==> config.mk <==
export PLATFORM = sky130hd
export DESIGN_NAME = mult_div_unit
export DESIGN_NICKNAME = d
export VERILOG_FILES = /design/src/rtl/mdu_pkg.sv /design/src/rtl/mdu_iter_core.sv /design/src/rtl/mult_div_unit.sv
export SDC_FILE = /design/constraint.sdc
export NUM_CORES = 1
export LEC_CHECK = 0
export BUFFER_PORTS_ARGS = -buffer_cell sky130_fd_sc_hd__clkbuf_2
export CORE_MARGIN = 4
export CORE_UTILIZATION = 55
export CTS_BUF_LIST = sky130_fd_sc_hd__clkbuf_8 sky130_fd_sc_hd__clkbuf_16
export DETAILED_ROUTE_END_ITERATION = 8
export PLACE_DENSITY = 0.78
export SLEW_MARGIN = 20
export SYNTH_ARGS = -nofsm -noshare
export SYNTH_HDL_FRONTEND = slang
export SYNTH_SLANG_ARGS = --single-unit
export TNS_END_PERCENT = 1
==> constraint.sdc <==
create_clock -name clk -period 3.3 [get_ports clk]
set_clock_uncertainty 0.05 [all_clocks]
set_input_delay 0.33 -clock clk [delete_from_list [all_inputs] [get_ports clk]]
set_output_delay 0.33 -clock clk [all_outputs]
set_load 0.02 [all_outputs]
==> src/rtl/mdu_pkg.sv <==
// Shared definitions for the multi-cycle multiply/divide unit: operand width,
// op and state encodings, and op-decode helpers.
package mdu_pkg;

  localparam int WIDTH = 32;
  localparam int CNT_W = 5;

  typedef enum logic [1:0] {
    OP_MULT  = 2'b00,
    OP_MULTU = 2'b01,
    OP_DIV   = 2'b10,
    OP_DIVU  = 2'b11
  } op_e;

  typedef enum logic [1:0] {
    S_IDLE = 2'b00,
    S_CALC = 2'b01,
    S_FIX  = 2'b10
  } state_e;

  function automatic logic op_is_signed(input op_e op);
    return ~op[0];
  endfunction

  function automatic logic op_is_div(input op_e op);
    return op[1];
  endfunction

endpackage

==> src/rtl/mdu_iter_core.sv <==
// One combinational iteration: radix-2 shift-add multiply or restoring
// divide step, selected by is_div.
module mdu_iter_core #(
  parameter int WIDTH = 32
) (
  input  logic                 is_div,
  input  logic [2*WIDTH-1:0]   acc_in,
  input  logic [WIDTH-1:0]     rem_in,
  input  logic [WIDTH-1:0]     opnd,
  output logic [2*WIDTH-1:0]   acc_out,
  output logic [WIDTH-1:0]     rem_out
);

  logic [WIDTH:0]   sum;
  logic [WIDTH:0]   shifted;
  logic [WIDTH-1:0] diff;
  logic             ge;

  always_comb begin
    // Multiply: acc = {partial product, remaining multiplier bits}
    sum     = {1'b0, acc_in[2*WIDTH-1:WIDTH]} + (acc_in[0] ? {1'b0, opnd} : '0);
    // Divide: low word of acc shifts the dividend out and the quotient in
    shifted = {rem_in, acc_in[WIDTH-1]};
    ge      = (shifted >= {1'b0, opnd});
    diff    = shifted[WIDTH-1:0] - opnd;
    acc_out = {sum, acc_in[WIDTH-1:1]};
    rem_out = rem_in;
    if (is_div) begin
      acc_out = {acc_in[2*WIDTH-1:WIDTH], acc_in[WIDTH-2:0], ge};
      rem_out = ge ? diff : shifted[WIDTH-1:0];
    end
  end

endmodule

==> src/rtl/mult_div_unit.sv <==
// Multi-cycle MULT/MULTU/DIV/DIVU unit with HI/LO registers and a
// start/busy/done handshake toward the control FSM.
//
// state  | meaning
// S_IDLE | waiting for start; MTHI/MTLO writes accepted
// S_CALC | one shift-add / restore-subtract iteration per cycle
// S_FIX  | sign correction and HI/LO write, done pulse follows
module mult_div_unit
  import mdu_pkg::*;
#(
  parameter int WIDTH = mdu_pkg::WIDTH,
  parameter int CNT_W = mdu_pkg::CNT_W
) (
  input  logic             clk,
  input  logic             reset_n,
  input  logic             start,
  input  logic [1:0]       op,
  input  logic [WIDTH-1:0] src_a,
  input  logic [WIDTH-1:0] src_b,
  input  logic             hi_we,
  input  logic             lo_we,
  input  logic [WIDTH-1:0] wdata,
  output logic             busy,
  output logic             done,
  output logic             div_zero,
  output logic [WIDTH-1:0] hi,
  output logic [WIDTH-1:0] lo
);

  state_e               state_q, state_d;
  logic [CNT_W-1:0]     cnt_q, cnt_d;
  logic                 is_div_q, is_div_d;
  logic                 is_signed_q, is_signed_d;
  logic                 sign_a_q, sign_a_d;
  logic                 sign_b_q, sign_b_d;
  logic                 bzero_q, bzero_d;
  logic [WIDTH-1:0]     a_raw_q, a_raw_d;
  logic [WIDTH-1:0]     opnd_q, opnd_d;
  logic [2*WIDTH-1:0]   acc_q, acc_d;
  logic [WIDTH-1:0]     rem_q, rem_d;
  logic [WIDTH-1:0]     hi_q, hi_d;
  logic [WIDTH-1:0]     lo_q, lo_d;
  logic                 done_q, done_d;
  logic                 div_zero_q, div_zero_d;

  logic [2*WIDTH-1:0]   acc_step;
  logic [WIDTH-1:0]     rem_step;
  logic                 start_signed, start_div;
  logic [WIDTH-1:0]     a_abs, b_abs;
  logic [2*WIDTH-1:0]   prod_fix;
  logic [WIDTH-1:0]     quo_fix, rem_fix;

  mdu_iter_core #(.WIDTH(WIDTH)) u_iter (
    .is_div  (is_div_q),
    .acc_in  (acc_q),
    .rem_in  (rem_q),
    .opnd    (opnd_q),
    .acc_out (acc_step),
    .rem_out (rem_step)
  );

  always_ff @(posedge clk or negedge reset_n) begin
    if (!reset_n) state_q <= S_IDLE;
    else          state_q <= state_d;
  end

  always_comb begin
    state_d = state_q;
    unique case (state_q)
      S_IDLE:  if (start) state_d = S_CALC;
      S_CALC:  if (cnt_q == '0) state_d = S_FIX;
      S_FIX:   state_d = S_IDLE;
      default: state_d = S_IDLE;
    endcase
  end

  always_comb begin
    busy     = (state_q != S_IDLE);
    done     = done_q;
    div_zero = div_zero_q;
    hi       = hi_q;
    lo       = lo_q;
  end

  always_comb begin
    start_signed = op_is_signed(op_e'(op));
    start_div    = op_is_div(op_e'(op));
    a_abs        = (start_signed && src_a[WIDTH-1]) ? -src_a : src_a;
    b_abs        = (start_signed && src_b[WIDTH-1]) ? -src_b : src_b;

    prod_fix = (is_signed_q && (sign_a_q ^ sign_b_q)) ? -acc_q : acc_q;
    quo_fix  = (is_signed_q && (sign_a_q ^ sign_b_q)) ? -acc_q[WIDTH-1:0]
                                                      : acc_q[WIDTH-1:0];
    rem_fix  = (is_signed_q && sign_a_q) ? -rem_q : rem_q;

    cnt_d       = cnt_q;
    is_div_d    = is_div_q;
    is_signed_d = is_signed_q;
    sign_a_d    = sign_a_q;
    sign_b_d    = sign_b_q;
    bzero_d     = bzero_q;
    a_raw_d     = a_raw_q;
    opnd_d      = opnd_q;
    acc_d       = acc_q;
    rem_d       = rem_q;
    hi_d        = hi_q;
    lo_d        = lo_q;
    done_d      = 1'b0;
    div_zero_d  = div_zero_q;

    unique case (state_q)
      S_IDLE: begin
        if (hi_we) hi_d = wdata;
        if (lo_we) lo_d = wdata;
        if (start) begin
          is_div_d    = start_div;
          is_signed_d = start_signed;
          sign_a_d    = start_signed & src_a[WIDTH-1];
          sign_b_d    = start_signed & src_b[WIDTH-1];
          bzero_d     = (src_b == '0);
          a_raw_d     = src_a;
          div_zero_d  = 1'b0;
          cnt_d       = CNT_W'(WIDTH-1);
          rem_d       = '0;
          opnd_d      = start_div ? b_abs : a_abs;
          acc_d       = {{WIDTH{1'b0}}, (start_div ? a_abs : b_abs)};
        end
      end
      S_CALC: begin
        acc_d = acc_step;
        rem_d = rem_step;
        if (cnt_q != '0) cnt_d = cnt_q - 1'b1;
      end
      S_FIX: begin
        done_d = 1'b1;
        if (!is_div_q) begin
          hi_d = prod_fix[2*WIDTH-1:WIDTH];
          lo_d = prod_fix[WIDTH-1:0];
        end else if (bzero_q) begin
          // divide by zero reports the raw dividend, not sign-corrected
          hi_d       = a_raw_q;
          lo_d       = '1;
          div_zero_d = 1'b1;
        end else begin
          hi_d = rem_fix;
          lo_d = quo_fix;
        end
      end
      default: ;
    endcase
  end

  always_ff @(posedge clk or negedge reset_n) begin
    if (!reset_n) begin
      cnt_q       <= '0;
      is_div_q    <= 1'b0;
      is_signed_q <= 1'b0;
      sign_a_q    <= 1'b0;
      sign_b_q    <= 1'b0;
      bzero_q     <= 1'b0;
      a_raw_q     <= '0;
      opnd_q      <= '0;
      acc_q       <= '0;
      rem_q       <= '0;
      hi_q        <= '0;
      lo_q        <= '0;
      done_q      <= 1'b0;
      div_zero_q  <= 1'b0;
    end else begin
      cnt_q       <= cnt_d;
      is_div_q    <= is_div_d;
      is_signed_q <= is_signed_d;
      sign_a_q    <= sign_a_d;
      sign_b_q    <= sign_b_d;
      bzero_q     <= bzero_d;
      a_raw_q     <= a_raw_d;
      opnd_q      <= opnd_d;
      acc_q       <= acc_d;
      rem_q       <= rem_d;
      hi_q        <= hi_d;
      lo_q        <= lo_d;
      done_q      <= done_d;
      div_zero_q  <= div_zero_d;
    end
  end

endmodule
==> metrics.csv <==
metric,value,unit
width of the die,188.8,um
number of antenna violations at the first check in global routing,2,
fraction of synthesized cell area in xor and xnor cells,9.586,%
Layout Area Growth over Synthesis,21.84,%
largest cells by area after synthesis,"sky130_fd_sc_hd__dfrtp_1, sky130_fd_sc_hd__nand2_1, sky130_fd_sc_hd__o21ai_0",
Finished Core Util,68.74,%
slew at the pin closest to its max-slew limit,0.8159,ns
clock tree from TritonCTS,yes,
largest net degree at the start of global routing,89,
"basic-gate share of the synthesized area counting and, or, nand and nor cells",20.20,%
Post-Syn Area per Cell,8.022,sq um
run status,completed,
sequential cell area in the final layout,5957,sq um
Critical Path Sink Type,flip-flop,
proportion of layout cells with a drive suffix above 1,20.96,%
Worst Setup Path Type,reg -> reg,
number of vias in the routed layout,19440,
terminating pin of the worst hold path,a_raw_q[14]$_DFFE_PN0P_,
CP max stage cell,sky130_fd_sc_hd__dfrtp_1,
initial standard-cell utilization of the core,56.42,%
sequence of cells on the critical path,and2_1 > ha_2 > inv_2 > fa_2 > nor2b_2 > o211ai_1 > a31oi_2 > a31oi_4 > o41ai_2 > buf_4 > a211oi_2 > o41a_1 > nand2b_4 > a22oi_2,
number of distinct library cell variants in the gate-level netlist after synthesis,89,
largest area contributor in the netlist,sky130_fd_sc_hd__dfrtp_1,
gate count after technology mapping,2242,
number of enable flip-flop cells after synthesis,0,
launch instance of the worst register-to-register path,acc_q[0]$_DFFE_PN0P_,
top-area cell type share of the netlist area,33.11,%
primary flip-flop cell chosen by synthesis mapping,sky130_fd_sc_hd__dfrtp_1,
I/O pins,170,
netlist area before placement,17990,sq um
Sinks on Clock Net,238,
multiplexer share of the synthesized area,3.583,%
minimum setup slack in the final design,0.03611,ns
GR Overflow Total,0,
count of unresolved DRC violations after routing,0,
period utilization,98.91,%
number of routed nets with antenna violations,0,
Detailed Routing Iterations Pass 1,8,
met3 usage,12.50,%
Final HPWL DP,59.76,mm
critical path peak fanout,5,
dominant combinational cell family by area after synthesis,compound AO/OA/AOI/OAI gates,
cell depth of the worst flop-to-flop path,14,
Syn Nets,2417,
Total Nets Final,2717,
Worst setup SP type,flip-flop,
ranking of synthesized cells by instance count,"sky130_fd_sc_hd__nand2_1, sky130_fd_sc_hd__dfrtp_1, sky130_fd_sc_hd__o21ai_0",
internal reg-to-reg setup slack,0.04,ns
startpoint of the worst hold path,src_a[14],
CP Buf/Inv Count,2,
part of the Yosys area used for sequential elements,33.11,%
wire length of the first global-routing pass,112.1,mm
data arrival time at the worst-slack endpoint,3.69,ns
drt wl/cell,25.06,um
grt met2 use,62.21,%
Vias/cell,6.476,
Crit Reg-Reg Endpoint,acc_q[63]$_DFFE_PN0P_,
number of cells traversed by the worst hold path,3,
worst voltage drop across the vdd grid,0.0007406,V
CTS Buffer Depth,3,
worst slew slack as a fraction of its limit,45.61,%
total routing usage reported by global routing,40.60,%
post-synthesis adder-cell area fraction,5.092,%
gp weighted congestion,1.058,
Hold Path Class,in -> reg,
total CTS buffers,27,
most numerous cell in the Yosys netlist,sky130_fd_sc_hd__nand2_1,
vias in the first global route,18430,
Max Clk Rate,0.3064,GHz
leak pwr,10.01,nW
required time worst endpoint,3.73,ns
shortest period the worst path allows,3.264,ns
delay of the slowest cell on the worst path,0.41,ns
multi-input logic area,11410,sq um
ys async rst share,100.0,%
total power per unit cell area,1182,nW/um^2
Final Routed Wirelength,75.20,mm
quantity of I/O buffers inserted on ports,169,
number of fill cells in the layout,2760,
# H-tree levels,1,
total of warnings raised by yosys,0,
Core ar.,31880,sq um
total number of placement rows,65,
height of the die,188.8,um
setup repair after global routing missed its margin,true,
clock slew at the register clock pins of the worst setup and hold paths,0.07,ns
Initial DRC Count,2418,
count of state elements after synthesis,238,
clock latency reported for the late side of the worst-skew pair,0.55,ns
final std cells w/o fill,3001,
worst setup slack after placement,-0.1811,ns
Top delay family on crit path,compound AO/OA/AOI/OAI gates,
busiest layer in global routing,met2,
placed insts,2935,
die area,35660,sq um
"Hold Vio Cnt, Final",0,
post-synthesis compound-gate area fraction,23.87,%
setup violators final,0,
number of slew-limit violations in the final report,0,
Global Route met1 Usage,52.38,%
number of violations of the max-capacitance limit,0,
cell chosen for the clock root,sky130_fd_sc_hd__clkbuf_16,
==> timing repair <==
| action | CTS | global route |
|---|---|---|
| setup buffers | 4 | 6 |
| gates cloned | 0 | 0 |
| resized for setup | 12 | 37 |
| setup endpoints to repair | 16 | 38 |
| endpoints found under the hold margin | 86 | 0 |
| hold buffers | 3 | 0 |
| pin swaps | 5 | 19 |
==> placed cells by master (no fill, tap or decap), drive strengths merged, types with 22 or more instances in the layout <==
cell type	instances
nand2	318
dfrtp	238
buf	233
o21ai	225
clkbuf	202
a21oi	185
nor2	178
xnor2	107
xor2	89
inv	86
ha	70
nor3	63
mux2i	61
nand3	44
o22ai	32
a31oi	32
o211ai	30
a211oi	30
a21o	25
nor4	22
==> metrics by stage <==
stage | hold WS [ns] | TNS (ns) | area (sq um) | power, mW
after floorplan | -0.01559 | 0 | 17990 | 15.24
after global placement | 0.3537 | -0.6296 | 20670 | 21.38
after detailed placement | 0.3596 | -1.190 | 20670 | 21.71
after CTS | 0.0007003 | -0.01766 | 21720 | 25.07
after global routing | 0.02388 | -0.5741 | 21900 | 27.34
final | 0.008989 | 0 | 21910 | 25.90
==> kinds of logic (layout without fill, tap and decap cells) <==
kind of cell | Yosys count | count (layout)
compound gates | 694 | 694
xor+xnor | 196 | 196
fa+ha+maj | 72 | 72
buf+inv | 214 | 534
flops | 238 | 238
mux | 64 | 64
other cells | 0 | 4
simple gates | 764 | 764
==> worst max path at each step <==
stage / start / to / slack, ns / depth (start not counted)
final: acc_q[0]$_DFFE_PN0P_ / acc_q[63]$_DFFE_PN0P_ / 0.04 / 14
after global routing: acc_q[0]$_DFFE_PN0P_ / acc_q[63]$_DFFE_PN0P_ / -0.12 / 14
after CTS: acc_q[0]$_DFFE_PN0P_ / acc_q[63]$_DFFE_PN0P_ / -0.01 / 14
after detailed placement: acc_q[31]$_DFFE_PN0P_ / rem_q[24]$_DFFE_PN0P_ / -0.18 / 14
after global placement: acc_q[31]$_DFFE_PN0P_ / rem_q[24]$_DFFE_PN0P_ / -0.15 / 14
after floorplan: acc_q[0]$_DFFE_PN0P_ / acc_q[62]$_DFFE_PN0P_ / 0.09 / 12
==> tightest hold or removal path: cells and delay by family <==
family / cells / cell delay [ns]
simple gates: 2 / 0.11
buf+inv: 1 / 0.12
==> metal layers <==
| metal | routed length [um] | vias to the layer above |
|---|---|---|
| li1 | - | 8650 |
| met1 | 28860 | 9253 |
| met2 | 32370 | 1276 |
| met3 | 9361 | 256 |
| met4 | 4606 | 0 |
| met5 | 0 | - |
==> sequential cells by signal, summed over array words and instances, names as in the netlist, 2 cells and up <==
register / flops
hi: 32
lo: 32
opnd_q: 32
a_raw_q: 32
rem_q: 32
state_q: 2
acc_q: 64
cnt_q: 5
==> where the power goes <==
part | internal, mW | switching [mW]
clock network | 1.88 | 1.30
logic | 6.90 | 10.1
registers | 4.35 | 1.36
==> final cells by class <==
class	instances	share of cell area [%]
multi-input combinational	1790	52.08
timing repair buffer	404	12.59
clock buffer	34	3.523
tap	435	2.484
sequential	238	27.18
clock inverter	15	0.7137
antenna	4	0.04568
inverter	81	1.387
Note: power is estimated with default switching activity, not from simulation.
